==> src/rtl/decode_stage.sv <==
// ---------------------------------------------------------------------------
// decode_stage
//
// Instruction decode stage. It takes one fetched instruction at a time,
// strobes the register file read ports in the accept cycle, and captures the
// returned operands one cycle later. It then presents a decoded bundle
// (IR, PC, X, Y) downstream with a valid/ready handshake.
//
// A per-register busy scoreboard blocks read-after-write hazards against
// results that have left this stage but have not yet been written back.
//
// Optional feature (compile-time macro): DECODE_WB_BYPASS_EN
//   When this macro is defined, a writeback that targets a busy source
//   releases the interlock in the same cycle. The writeback value is then
//   used in place of the register file data. When the macro is undefined,
//   the stage stalls until the busy bit has cleared and always uses rdN_data.
//
// Opcode map (IR[31:26]):
//   6'h00        NOP
//   6'h01-6'h0F  R_TYPE  X=R[Rs]       Y=R[Rt]        writes Rd
//   6'h10-6'h1F  I_TYPE  X=R[Rs]       Y=sext(Imm)    writes Rd
//   6'h20-6'h27  branch  X=R[Rd]       Y=sext(Imm)
//   6'h28-6'h2A  SD/SH/SW X=R[Rd]      Y=R[Rs]
//   6'h30-6'h31  J_TYPE  X=zext(Tgt)   Y=0
//   6'h3F        HALT
//   others       undefined, treated like NOP (X=Y=0)
//
// Ports:
//   clk, rst                 clock, asynchronous active-high reset
//   in_valid/in_ready        upstream handshake; in_ir, in_pc instruction/PC
//   out_valid/out_ready      downstream handshake
//   out_ir/out_pc/out_x/out_y decoded bundle
//   rd1_*/rd2_*              register file read ports (data valid next cycle)
//   wb_en/wb_addr/wb_data    writeback notification
//   flush                    discard the in-flight instruction
//   halted                   a HALT bundle has left the stage
// ---------------------------------------------------------------------------
module decode_stage #(
  parameter int WIDTH        = 32,
  parameter int REG_ADDR_LEN = 5
) (
  input  logic                    clk,
  input  logic                    rst,
  input  logic                    in_valid,
  output logic                    in_ready,
  input  logic [WIDTH-1:0]        in_ir,
  input  logic [WIDTH-3:0]        in_pc,
  output logic                    out_valid,
  input  logic                    out_ready,
  output logic [WIDTH-1:0]        out_ir,
  output logic [WIDTH-3:0]        out_pc,
  output logic [WIDTH-1:0]        out_x,
  output logic [WIDTH-1:0]        out_y,
  output logic                    rd1_en,
  output logic                    rd2_en,
  output logic [REG_ADDR_LEN-1:0] rd1_addr,
  output logic [REG_ADDR_LEN-1:0] rd2_addr,
  input  logic [WIDTH-1:0]        rd1_data,
  input  logic [WIDTH-1:0]        rd2_data,
  input  logic                    wb_en,
  input  logic [REG_ADDR_LEN-1:0] wb_addr,
  input  logic [WIDTH-1:0]        wb_data,
  input  logic                    flush,
  output logic                    halted
);

  localparam int NREG = 2 ** REG_ADDR_LEN;

  localparam logic [5:0] OP_R_FIRST  = 6'h01;
  localparam logic [5:0] OP_R_LAST   = 6'h0F;
  localparam logic [5:0] OP_I_FIRST  = 6'h10;
  localparam logic [5:0] OP_I_LAST   = 6'h1F;
  localparam logic [5:0] OP_BR_FIRST = 6'h20;
  localparam logic [5:0] OP_BR_LAST  = 6'h27;
  localparam logic [5:0] OP_ST_FIRST = 6'h28;
  localparam logic [5:0] OP_ST_LAST  = 6'h2A;
  localparam logic [5:0] OP_J_FIRST  = 6'h30;
  localparam logic [5:0] OP_J_LAST   = 6'h31;
  localparam logic [5:0] OP_HALT     = 6'h3F;

  localparam logic [WIDTH-1:0] NOP_IR = '0;

  typedef enum logic [2:0] {
    CLS_NONE, CLS_R, CLS_I, CLS_BR, CLS_ST, CLS_J, CLS_HALT
  } op_cls_t;

  typedef enum logic [1:0] {S_IDLE, S_READ, S_HOLD} state_t;

  function automatic op_cls_t classify(input logic [5:0] op);
    op_cls_t c;
    c = CLS_NONE;
    if (op >= OP_R_FIRST && op <= OP_R_LAST)        c = CLS_R;
    else if (op >= OP_I_FIRST && op <= OP_I_LAST)   c = CLS_I;
    else if (op >= OP_BR_FIRST && op <= OP_BR_LAST) c = CLS_BR;
    else if (op >= OP_ST_FIRST && op <= OP_ST_LAST) c = CLS_ST;
    else if (op >= OP_J_FIRST && op <= OP_J_LAST)   c = CLS_J;
    else if (op == OP_HALT)                         c = CLS_HALT;
    return c;
  endfunction

  // Instruction register fields are always 5 bits wide. Resize them to the
  // configured register address width.
  function automatic logic [REG_ADDR_LEN-1:0] to_addr(input logic [4:0] f);
    return REG_ADDR_LEN'(f);
  endfunction

  // -------------------------------------------------------------------------
  // State
  // -------------------------------------------------------------------------
  state_t            state_reg;
  logic              out_valid_reg;
  logic [WIDTH-1:0]  out_ir_reg;
  logic [WIDTH-3:0]  out_pc_reg;
  logic [WIDTH-1:0]  out_x_reg;
  logic [WIDTH-1:0]  out_y_reg;
  logic              halted_reg;
  logic [WIDTH-1:0]  ir_q_reg;
  logic [WIDTH-3:0]  pc_q_reg;
  logic [NREG-1:0]   busy_vec;

  // -------------------------------------------------------------------------
  // Incoming instruction decode
  // -------------------------------------------------------------------------
  op_cls_t                 in_cls;
  logic                    src1_used;
  logic                    src2_used;
  logic [REG_ADDR_LEN-1:0] src1_addr;
  logic [REG_ADDR_LEN-1:0] src2_addr;

  assign in_cls = classify(in_ir[31:26]);

  // Port 1 always supplies X and port 2 always supplies Y. This keeps the
  // operand mux in READ independent of which field fed each port.
  always_comb begin
    src1_used = 1'b0;
    src2_used = 1'b0;
    src1_addr = to_addr(in_ir[20:16]);
    src2_addr = to_addr(in_ir[15:11]);
    case (in_cls)
      CLS_R: begin
        src1_used = 1'b1;
        src2_used = 1'b1;
      end
      CLS_I: src1_used = 1'b1;
      CLS_BR: begin
        src1_used = 1'b1;
        src1_addr = to_addr(in_ir[25:21]);
      end
      CLS_ST: begin
        src1_used = 1'b1;
        src2_used = 1'b1;
        src1_addr = to_addr(in_ir[25:21]);
        src2_addr = to_addr(in_ir[20:16]);
      end
      default: ;
    endcase
  end

  // -------------------------------------------------------------------------
  // Held bundle properties
  // -------------------------------------------------------------------------
  op_cls_t                 out_cls;
  logic                    out_writes;
  logic [REG_ADDR_LEN-1:0] hold_dest;
  logic                    hold_wr;
  logic                    hold_halt;

  assign out_cls    = classify(out_ir_reg[31:26]);
  assign hold_dest  = to_addr(out_ir_reg[25:21]);
  assign out_writes = (out_cls == CLS_R || out_cls == CLS_I) && (hold_dest != '0);
  assign hold_wr    = (state_reg == S_HOLD) && out_writes;
  assign hold_halt  = (state_reg == S_HOLD) && (out_cls == CLS_HALT);

  // -------------------------------------------------------------------------
  // RAW interlock
  // A bundle that is held here and writes a register is not in the scoreboard
  // yet. Its destination is checked directly, so that an instruction accepted
  // in the same cycle as its fire cannot read a stale value.
  // -------------------------------------------------------------------------
  logic src1_busy;
  logic src2_busy;
  logic src1_sb;
  logic src2_sb;
  logic raw_stall;

`ifdef DECODE_WB_BYPASS_EN
  assign src1_sb = busy_vec[src1_addr] && !(wb_en && wb_addr == src1_addr);
  assign src2_sb = busy_vec[src2_addr] && !(wb_en && wb_addr == src2_addr);
`else
  assign src1_sb = busy_vec[src1_addr];
  assign src2_sb = busy_vec[src2_addr];
`endif

  assign src1_busy = src1_used && (src1_addr != '0) &&
                     (src1_sb || (hold_wr && src1_addr == hold_dest));
  assign src2_busy = src2_used && (src2_addr != '0) &&
                     (src2_sb || (hold_wr && src2_addr == hold_dest));
  assign raw_stall = src1_busy || src2_busy;

  // -------------------------------------------------------------------------
  // Handshakes
  // -------------------------------------------------------------------------
  logic accept;
  logic fire;

  always_comb begin
    in_ready = 1'b0;
    if (!rst && !halted_reg && !flush && !raw_stall && !hold_halt) begin
      in_ready = (state_reg == S_IDLE) || ((state_reg == S_HOLD) && out_ready);
    end
  end

  assign accept = in_valid && in_ready;
  assign fire   = out_valid_reg && out_ready && !flush;

  assign rd1_en   = accept && src1_used;
  assign rd2_en   = accept && src2_used;
  assign rd1_addr = rd1_en ? src1_addr : '0;
  assign rd2_addr = rd2_en ? src2_addr : '0;

  // -------------------------------------------------------------------------
  // Operand selection in READ
  // -------------------------------------------------------------------------
  logic [WIDTH-1:0] opnd1;
  logic [WIDTH-1:0] opnd2;

`ifdef DECODE_WB_BYPASS_EN
  logic [REG_ADDR_LEN-1:0] src1_q_reg;
  logic [REG_ADDR_LEN-1:0] src2_q_reg;
  logic                    byp1_valid_reg;
  logic                    byp2_valid_reg;
  logic [WIDTH-1:0]        byp1_data_reg;
  logic [WIDTH-1:0]        byp2_data_reg;

  // The register file may return pre-write data for a write landing in the
  // accept cycle. So a writeback seen at accept is latched here. A writeback
  // seen during READ itself is newer and takes priority over the latch.
  always_ff @(posedge clk or posedge rst) begin
    if (rst) begin
      src1_q_reg     <= '0;
      src2_q_reg     <= '0;
      byp1_valid_reg <= 1'b0;
      byp2_valid_reg <= 1'b0;
      byp1_data_reg  <= '0;
      byp2_data_reg  <= '0;
    end else if (accept) begin
      src1_q_reg     <= src1_used ? src1_addr : '0;
      src2_q_reg     <= src2_used ? src2_addr : '0;
      byp1_valid_reg <= src1_used && (src1_addr != '0) && wb_en && (wb_addr == src1_addr);
      byp2_valid_reg <= src2_used && (src2_addr != '0) && wb_en && (wb_addr == src2_addr);
      byp1_data_reg  <= wb_data;
      byp2_data_reg  <= wb_data;
    end
  end

  always_comb begin
    opnd1 = rd1_data;
    opnd2 = rd2_data;
    if (byp1_valid_reg) opnd1 = byp1_data_reg;
    if (byp2_valid_reg) opnd2 = byp2_data_reg;
    if (wb_en && (src1_q_reg != '0) && (wb_addr == src1_q_reg)) opnd1 = wb_data;
    if (wb_en && (src2_q_reg != '0) && (wb_addr == src2_q_reg)) opnd2 = wb_data;
  end
`else
  logic unused_wb_data;
  assign unused_wb_data = ^wb_data;

  assign opnd1 = rd1_data;
  assign opnd2 = rd2_data;
`endif

  op_cls_t          q_cls;
  logic [WIDTH-1:0] imm_sext;
  logic [WIDTH-1:0] tgt_zext;
  logic [WIDTH-1:0] x_next;
  logic [WIDTH-1:0] y_next;

  assign q_cls    = classify(ir_q_reg[31:26]);
  assign imm_sext = {{(WIDTH-16){ir_q_reg[15]}}, ir_q_reg[15:0]};
  assign tgt_zext = {{(WIDTH-26){1'b0}}, ir_q_reg[25:0]};

  always_comb begin
    x_next = '0;
    y_next = '0;
    case (q_cls)
      CLS_R, CLS_ST: begin
        x_next = opnd1;
        y_next = opnd2;
      end
      CLS_I, CLS_BR: begin
        x_next = opnd1;
        y_next = imm_sext;
      end
      CLS_J: x_next = tgt_zext;
      default: ;
    endcase
  end

  // -------------------------------------------------------------------------
  // Busy scoreboard: one flop per register. A fire sets the bit and a
  // writeback clears it. If both hit the same register in one cycle, the set
  // wins. Register 0 is hard-wired free.
  // -------------------------------------------------------------------------
  logic busy_set;
  assign busy_set = fire && out_writes;

  genvar gi;
  generate
    for (gi = 0; gi < NREG; gi++) begin : g_busy
      if (gi == 0) begin : g_zero
        assign busy_vec[gi] = 1'b0;
      end else begin : g_bit
        logic busy_reg;
        always_ff @(posedge clk or posedge rst) begin
          if (rst) begin
            busy_reg <= 1'b0;
          end else if (busy_set && hold_dest == REG_ADDR_LEN'(gi)) begin
            busy_reg <= 1'b1;
          end else if (wb_en && wb_addr == REG_ADDR_LEN'(gi)) begin
            busy_reg <= 1'b0;
          end
        end
        assign busy_vec[gi] = busy_reg;
      end
    end
  endgenerate

  // -------------------------------------------------------------------------
  // Control FSM and output bundle.
  // Accept is only possible in IDLE, or in HOLD while firing. So the
  // instruction capture is independent of the state case.
  // -------------------------------------------------------------------------
  always_ff @(posedge clk or posedge rst) begin
    if (rst) begin
      state_reg     <= S_IDLE;
      out_valid_reg <= 1'b0;
      out_ir_reg    <= NOP_IR;
      out_pc_reg    <= '0;
      out_x_reg     <= '0;
      out_y_reg     <= '0;
      halted_reg    <= 1'b0;
      ir_q_reg      <= NOP_IR;
      pc_q_reg      <= '0;
    end else if (flush) begin
      state_reg     <= S_IDLE;
      out_valid_reg <= 1'b0;
      out_ir_reg    <= NOP_IR;
      out_pc_reg    <= '0;
      out_x_reg     <= '0;
      out_y_reg     <= '0;
    end else begin
      if (accept) begin
        ir_q_reg <= in_ir;
        pc_q_reg <= in_pc;
      end
      case (state_reg)
        S_IDLE: begin
          if (accept) state_reg <= S_READ;
        end
        S_READ: begin
          out_ir_reg    <= ir_q_reg;
          out_pc_reg    <= pc_q_reg;
          out_x_reg     <= x_next;
          out_y_reg     <= y_next;
          out_valid_reg <= 1'b1;
          state_reg     <= S_HOLD;
        end
        S_HOLD: begin
          if (fire) begin
            out_valid_reg <= 1'b0;
            if (out_cls == CLS_HALT) halted_reg <= 1'b1;
            state_reg <= accept ? S_READ : S_IDLE;
          end
        end
        default: state_reg <= S_IDLE;
      endcase
    end
  end

  assign out_valid = out_valid_reg;
  assign out_ir    = out_ir_reg;
  assign out_pc    = out_pc_reg;
  assign out_x     = out_x_reg;
  assign out_y     = out_y_reg;
  assign halted    = halted_reg;

endmodule
==> config.mk <==
export PLATFORM = sky130hd
export DESIGN_NAME = decode_stage
export DESIGN_NICKNAME = d
export VERILOG_FILES = /design/src/rtl/decode_stage.sv
export SDC_FILE = /design/constraint.sdc
export NUM_CORES = 1
export LEC_CHECK = 0
export BUFFER_PORTS_ARGS = -buffer_cell sky130_fd_sc_hd__clkbuf_2
export CELL_PAD_IN_SITES_DETAIL_PLACEMENT = 1
export CELL_PAD_IN_SITES_GLOBAL_PLACEMENT = 2
export CORE_ASPECT_RATIO = 0.9
export CORE_MARGIN = 10
export CORE_UTILIZATION = 30
export DETAILED_ROUTE_END_ITERATION = 16
export GPL_ROUTABILITY_DRIVEN = 0
export GPL_TIMING_DRIVEN = 0
export PLACE_DENSITY_LB_ADDON = 0.1
export SYNTH_ARGS = -nofsm -noshare
export SYNTH_HDL_FRONTEND = slang
export SYNTH_SLANG_ARGS = --single-unit
==> constraint.sdc <==
create_clock -name clk -period 21.6 [get_ports clk]
set_input_delay 3.24 -clock clk [delete_from_list [all_inputs] [get_ports clk]]
set_output_delay 3.24 -clock clk [all_outputs]
set_load 0.1 [all_outputs]
Yosys cells after proc, flatten, opt, wreduce, memory -nomap -nowiden. Cells that the tools add are included.

Word-level logic and storage cells: 419. Output and inout port bits: 141. Bits in registers: 223.

Order comparisons: 32. Muxes and demuxes: 109. Equal/unequal tests: 83. Bitwise gates (word level): 1. Reduce and logical (&&, ||, !) cells: 154.

Operator list (count): 2-to-1 mux 32 bit (6); == test 5 bit, second input constant (32); case mux 32 bit (2 select lines) (2); logical AND 1 bit (97); == test 5 x 4 -> 1 bit, second input constant (16); 2-to-1 mux 1 bit (70); nonzero test 2 bit (32); 2-to-1 mux 30 bit (2); greater-or-equal comparator 6 bit, second input constant (9); <= comparator 6 bit, second input constant (9); 2-to-1 mux 3 bit (18); == test 5 x 3 -> 1 bit, second input constant (8); == test 5 x 2 -> 1 bit, second input constant (4); 2-to-1 mux 5 bit (4); == test 6 bit, second input constant (3); greater-or-equal comparator 6 x 1 -> 1 bit, second input constant (3); greater-or-equal comparator 6 x 5 -> 1 bit, second input constant (3); <= comparator 6 x 4 -> 1 bit, second input constant (3); <= comparator 6 x 5 -> 1 bit, second input constant (3); == test 3 x 2 -> 1 bit, second input constant (5); nonzero test 5 bit (3); == test 3 bit, second input constant (4); less-than comparator 5 x 6 -> 1 bit, second input constant (2); binary-select mux 1 bit (select 5 bit) (2); 18 further kinds (39).

Logic depth before layout (Yosys ltp).
Word-level depth: 24. Depth in mapped cells: 13. Gate-level depth less buffers: 9.

Worst setup path after synthesis. No wires, ideal clock.

Path kind: input to output. Start: in in_ir[30]. End: out rd1_addr[0]. Path slack: 10.497 ns. Stages on the path: 11. Buffers on the path: 2. Arrival time: 7.863 ns. Cells stage by stage: nand3b_1 -> or2_1 -> clkbuf_1 -> mux2i_1 -> mux4_2 -> o221ai_1 -> o221ai_1 -> a221oi_2 -> nand3_1 -> clkbuf_1 -> nor3_1.

Word-level cells in the longest chain between the ends: 22. Elaborated cells on any way between the ends: 57.

RTL lines: from (decl) (line 46) `input logic [WIDTH-1:0] in_ir,`; greater-or-equal comparator 6 bit, or another cell as far along (line 96) `else if (op >= OP_J_FIRST && op <= OP_J_LAST) c = CLS_J;`; logical AND 1 bit / 2-to-1 mux 3 bit (equally long branches) (line 96, 97); 2-to-1 mux 3 bit (line 96); 2-to-1 mux 3 bit (line 95) `else if (op >= OP_ST_FIRST && op <= OP_ST_LAST) c = CLS_ST;`; 2-to-1 mux 3 bit (line 94) `else if (op >= OP_BR_FIRST && op <= OP_BR_LAST) c = CLS_BR;`; 2-to-1 mux 3 bit (line 93) `else if (op >= OP_I_FIRST && op <= OP_I_LAST) c = CLS_I;`; 2-to-1 mux 3 bit (*) (line 92) `if (op >= OP_R_FIRST && op <= OP_R_LAST) c = CLS_R;`; == test 3 bit / == test 3 x 2 -> 1 bit (equally long branches) (line 139) `case (in_cls)`; [5 not listed]; logical AND 1 bit (line 194) `assign src1_busy = src1_used && (src1_addr != '0) &&`; logical OR 1 bit (line 198) `assign raw_stall = src1_busy || src2_busy;`; zero test 1 bit (line 208) `if (!rst && !halted_reg && !flush && !raw_stall && !hold_halt) begin`; logical AND 1 bit (2 in series) (line 208); 2-to-1 mux 1 bit (line 208); logical AND 1 bit (line 213) `assign accept = in_valid && in_ready;`; logical AND 1 bit (line 216) `assign rd1_en = accept && src1_used;`; 2-to-1 mux 5 bit (*) (line 218) `assign rd1_addr = rd1_en ? src1_addr : '0;`; to (decl) (line 56) `output logic [REG_ADDR_LEN-1:0] rd1_addr,`.

Every way passes the cells marked *; elsewhere a longest branch is shown, timed or not. The select of a mux whose other input is x is not followed.

Worst setup path after layout.
Start: in in_ir[30]. End: out rd2_addr[3].

Word-level cells in the longest chain between the ends: 22. Elaborated cells on any way between the ends: 57.

RTL lines: greater-or-equal comparator 6 bit, or another cell as far along (line 96); logical AND 1 bit / 2-to-1 mux 3 bit (equally long branches) (line 96, 97); 2-to-1 mux 3 bit (line 96); 2-to-1 mux 3 bit (line 95); 2-to-1 mux 3 bit (line 94); 2-to-1 mux 3 bit (line 93); 2-to-1 mux 3 bit (*) (line 92); == test 3 bit / == test 3 x 2 -> 1 bit (equally long branches) (line 139); [5 not listed]; logical AND 1 bit (line 194); logical OR 1 bit (line 198); zero test 1 bit (line 208); logical AND 1 bit (2 in series) (line 208); 2-to-1 mux 1 bit (line 208); logical AND 1 bit (line 213); logical AND 1 bit (line 217) `assign rd2_en = accept && src2_used;`; 2-to-1 mux 5 bit (*) (line 219) `assign rd2_addr = rd2_en ? src2_addr : '0;`; to (decl) (line 57) `output logic [REG_ADDR_LEN-1:0] rd2_addr,`.

Marks and branches as above.

==> flow_summary.yaml <==
cells_and_area:
  multi_input_area_sq_um: 4507
  layout_common_cells: "272 x clkbuf_2, 223 x dfrtp_1, 110 x nand2_1"
  final_common_cell: "clkbuf_2"
  area_growth_pct: 27.55
  instances_no_fill: 1721
  seqCellArea_sq_um: 5580
  fill_cells: 3897
  fin_nets: 1407
  drive_above_1_share_pct: 32.94
synthesis:
  avgSynthCellArea_sq_um: 11.19
  synth_cells: 935
  ys_ff_latch: 223
  synth_edf_count: 0
  syn-num-nets: 1104
  synthFlopType: "dfrtp_1"
  yosys_warnings: 0
  async_flop_share_pct: 100.0
  yosys.cell_types.count: 65
  synth_area_sq_um: 10470
  yosysSeqAreaShare_pct: 53.32
drt:
  post_drt_via_cell_ratio: 5.264
  drt_drc_violations_left: 0
  wl_per_cell_um: 24.78
  drtIter0Drc: 634
  dr.pass1.iters: 7
  drtAntennaViolNets: 0
  wirelength_um: 42650
  vias: 9060
sta:
  rsz0062_at_grt: "false"
  period_minus_slack_ns: 10.92
  slew_headroom_pct: 28.65
  period_share_pct: 50.54
  max_freq_ghz: 0.09160
  hold_viol_final: 0
  maxSlewViolCount: 0
  tightestPinTransition_ns: 1.040
  skew_ns: 0.01229
  tns_ns: 0
  setup_viol: 0
power:
  ir_drop_mv: 0.06104
  total_power_uw: 1158
  power.density_nw_per_um2: 86.78
  leakagePower_uw: 0.006705
floorplan:
  coreArea_sq_um: 34190
  rows: 64
  design.die.area_sq_um: 42760
  io_pins: 310
  start_util_pct: 30.61
  fp.dieW_um: 216.9
  die_h_um: 197.2
critical_path:
  path_cells: "clkbuf_2 > nand3b_1 > or2_1 > clkbuf_1 > mux2i_1 > mux4_2 > o221ai_1 > o221ai_1 > a221oi_2 > nand3_1 > clkbuf_1 > nor3_1 > clkbuf_2"
  critPathKind: "input port to primary output"
  cp_max_fo: 10
  cp_num_buf_inv: 4
  worstPathRequired_ns: 18.36
  cpLargestDelayFamily: "multiplexers"
  startpoint_type: "input port"
  cp_slowest_cell: "mux2i_1"
  end_kind: "primary output"
  cp.arrival_ns: 7.68
  cp_slowest_stage_delay_ns: 0.68
hold_path:
  hold_class: "flop to flop"
run_status:
  outcome: "completed"
clock_network:
  worstSkewPairLatency_ns: 0.54
  ctsLongestPathBuffers: 3
  cts_setup_buffers: 0
  cts-root-buf: "clkbuf_16"
  post_cts_resized: 0
  cts_tree: "done"
  cts-hold-fix-buffers: 0
  path_clk_slew_ns: 0.06
  htree_levels: 1
  cts_buffers: 27
  numClockSinks: 223
global_route:
  first_global_vias: 9610
  grt_max_degree: 97
  antenna_found_initial: 5
  grt_pass1_wl_um: 63700
  grt_usage_pct: 19.29
  grt_overflow: 0
placement:
  port_buffers: 272
  dp_cells: 1671
  place_hpwl_um: 32300
run:
  drv_cap: 0
-- layout make-up --
cell class	count	share of cell area, %
repair buffers	274	10.61
clock buffers	35	5.812
multi-input cells	624	33.76
clock inverters	13	0.7499
well taps	462	4.331
diodes	2	0.03750
inverters	25	0.7593
plain buffers	63	2.128
flip-flops and latches	223	41.81
-- path summary, 6_finish.rpt --
check	startpoint	to	slack [ns]	depth (start not counted)
hold reg to reg	out_ir[5]	out_ir[5]	0.47	2
min in group asynchronous	rst	state_reg[0]	2.69	2
max in group asynchronous	rst	out_y[3]	17.68	4
setup / recovery	in_ir[30]	rd2_addr[3]	10.68	13
hold / removal	out_ir[5]	out_ir[5]	0.47	2
setup reg to reg	out_ir[22]	ir_q_reg[24]	18.06	11
-- logic make-up (layout without fill, tap and decap cells) --
logic type | Yosys count | count (layout) | share of synthesized area, %
compound gates | 276 | 276 | 19.03
simple gates | 239 | 239 | 10.55
flops | 223 | 223 | 53.32
mux | 101 | 101 | 12.82
buf+inv | 88 | 410 | 3.611
xor+xnor | 8 | 8 | 0.6696
other cells | 0 | 2 | 0
-- routing by layer --
| layer | vias up | wire (um) | track usage, % |
|---|---|---|---|
| met1 | 4657 | 20540 | 27.43 |
| li1 | 4064 | - | - |
| met5 | - | 44 | 0 |
| met2 | 290 | 18200 | 28.39 |
| met4 | 6 | 751 | 3.803 |
| met3 | 43 | 3111 | 5.741 |
-- stage by stage --
step | hold slack (ns) | area [sq um] | setup slack [ns] | utilization, %
2_1_floorplan | 0.4380 | 10470 | 10.50 | -
3_3_place_gp | 0.4604 | 12400 | 8.938 | 36.28
3_5_place_dp | 0.4656 | 12470 | 10.71 | 36.46
4_1_cts | 0.4788 | 13340 | 10.70 | 39.02
5_1_grt | 0.4955 | 13350 | 10.37 | 39.03
6_report | 0.4738 | 13350 | 10.68 | 39.04
-- cell usage after synthesis (15+ instances only) --
cell / count / area, sq um
inv_1: 25 / 93.84
a221o_1: 15 / 150.1
nand2_1: 110 / 412.9
dfrtp_1: 223 / 5580
a22o_1: 53 / 464.2
nor2_1: 42 / 157.7
o21ai_0: 91 / 455.4
clkbuf_1: 44 / 165.2
a21oi_1: 26 / 130.1
mux2i_1: 28 / 280.3
nand2b_1: 22 / 137.6
mux2_4: 60 / 900.9
nor3_1: 20 / 100.1
a32oi_1: 17 / 148.9
-- power by group --
group	switching, uW	leakage, uW	internal [uW]
Clock	188	0.000442	264
Combinational	137	0.00328	81.3
Sequential	32.3	0.00298	456
Total	357	0.00670	802
-- worst reg2reg max path: cells and delay by family, from the launching register on --
| kind | cells | cell delay (ns) |
|---|---|---|
| AO/OA/AOI/OAI | 5 | 1.31 |
| buffers and inverters | 3 | 0.75 |
| AND/OR/NAND/NOR | 2 | 0.63 |
| flip-flops | 1 | 0.40 |
| multiplexers | 1 | 0.31 |
(Power assumes the default switching activity.)
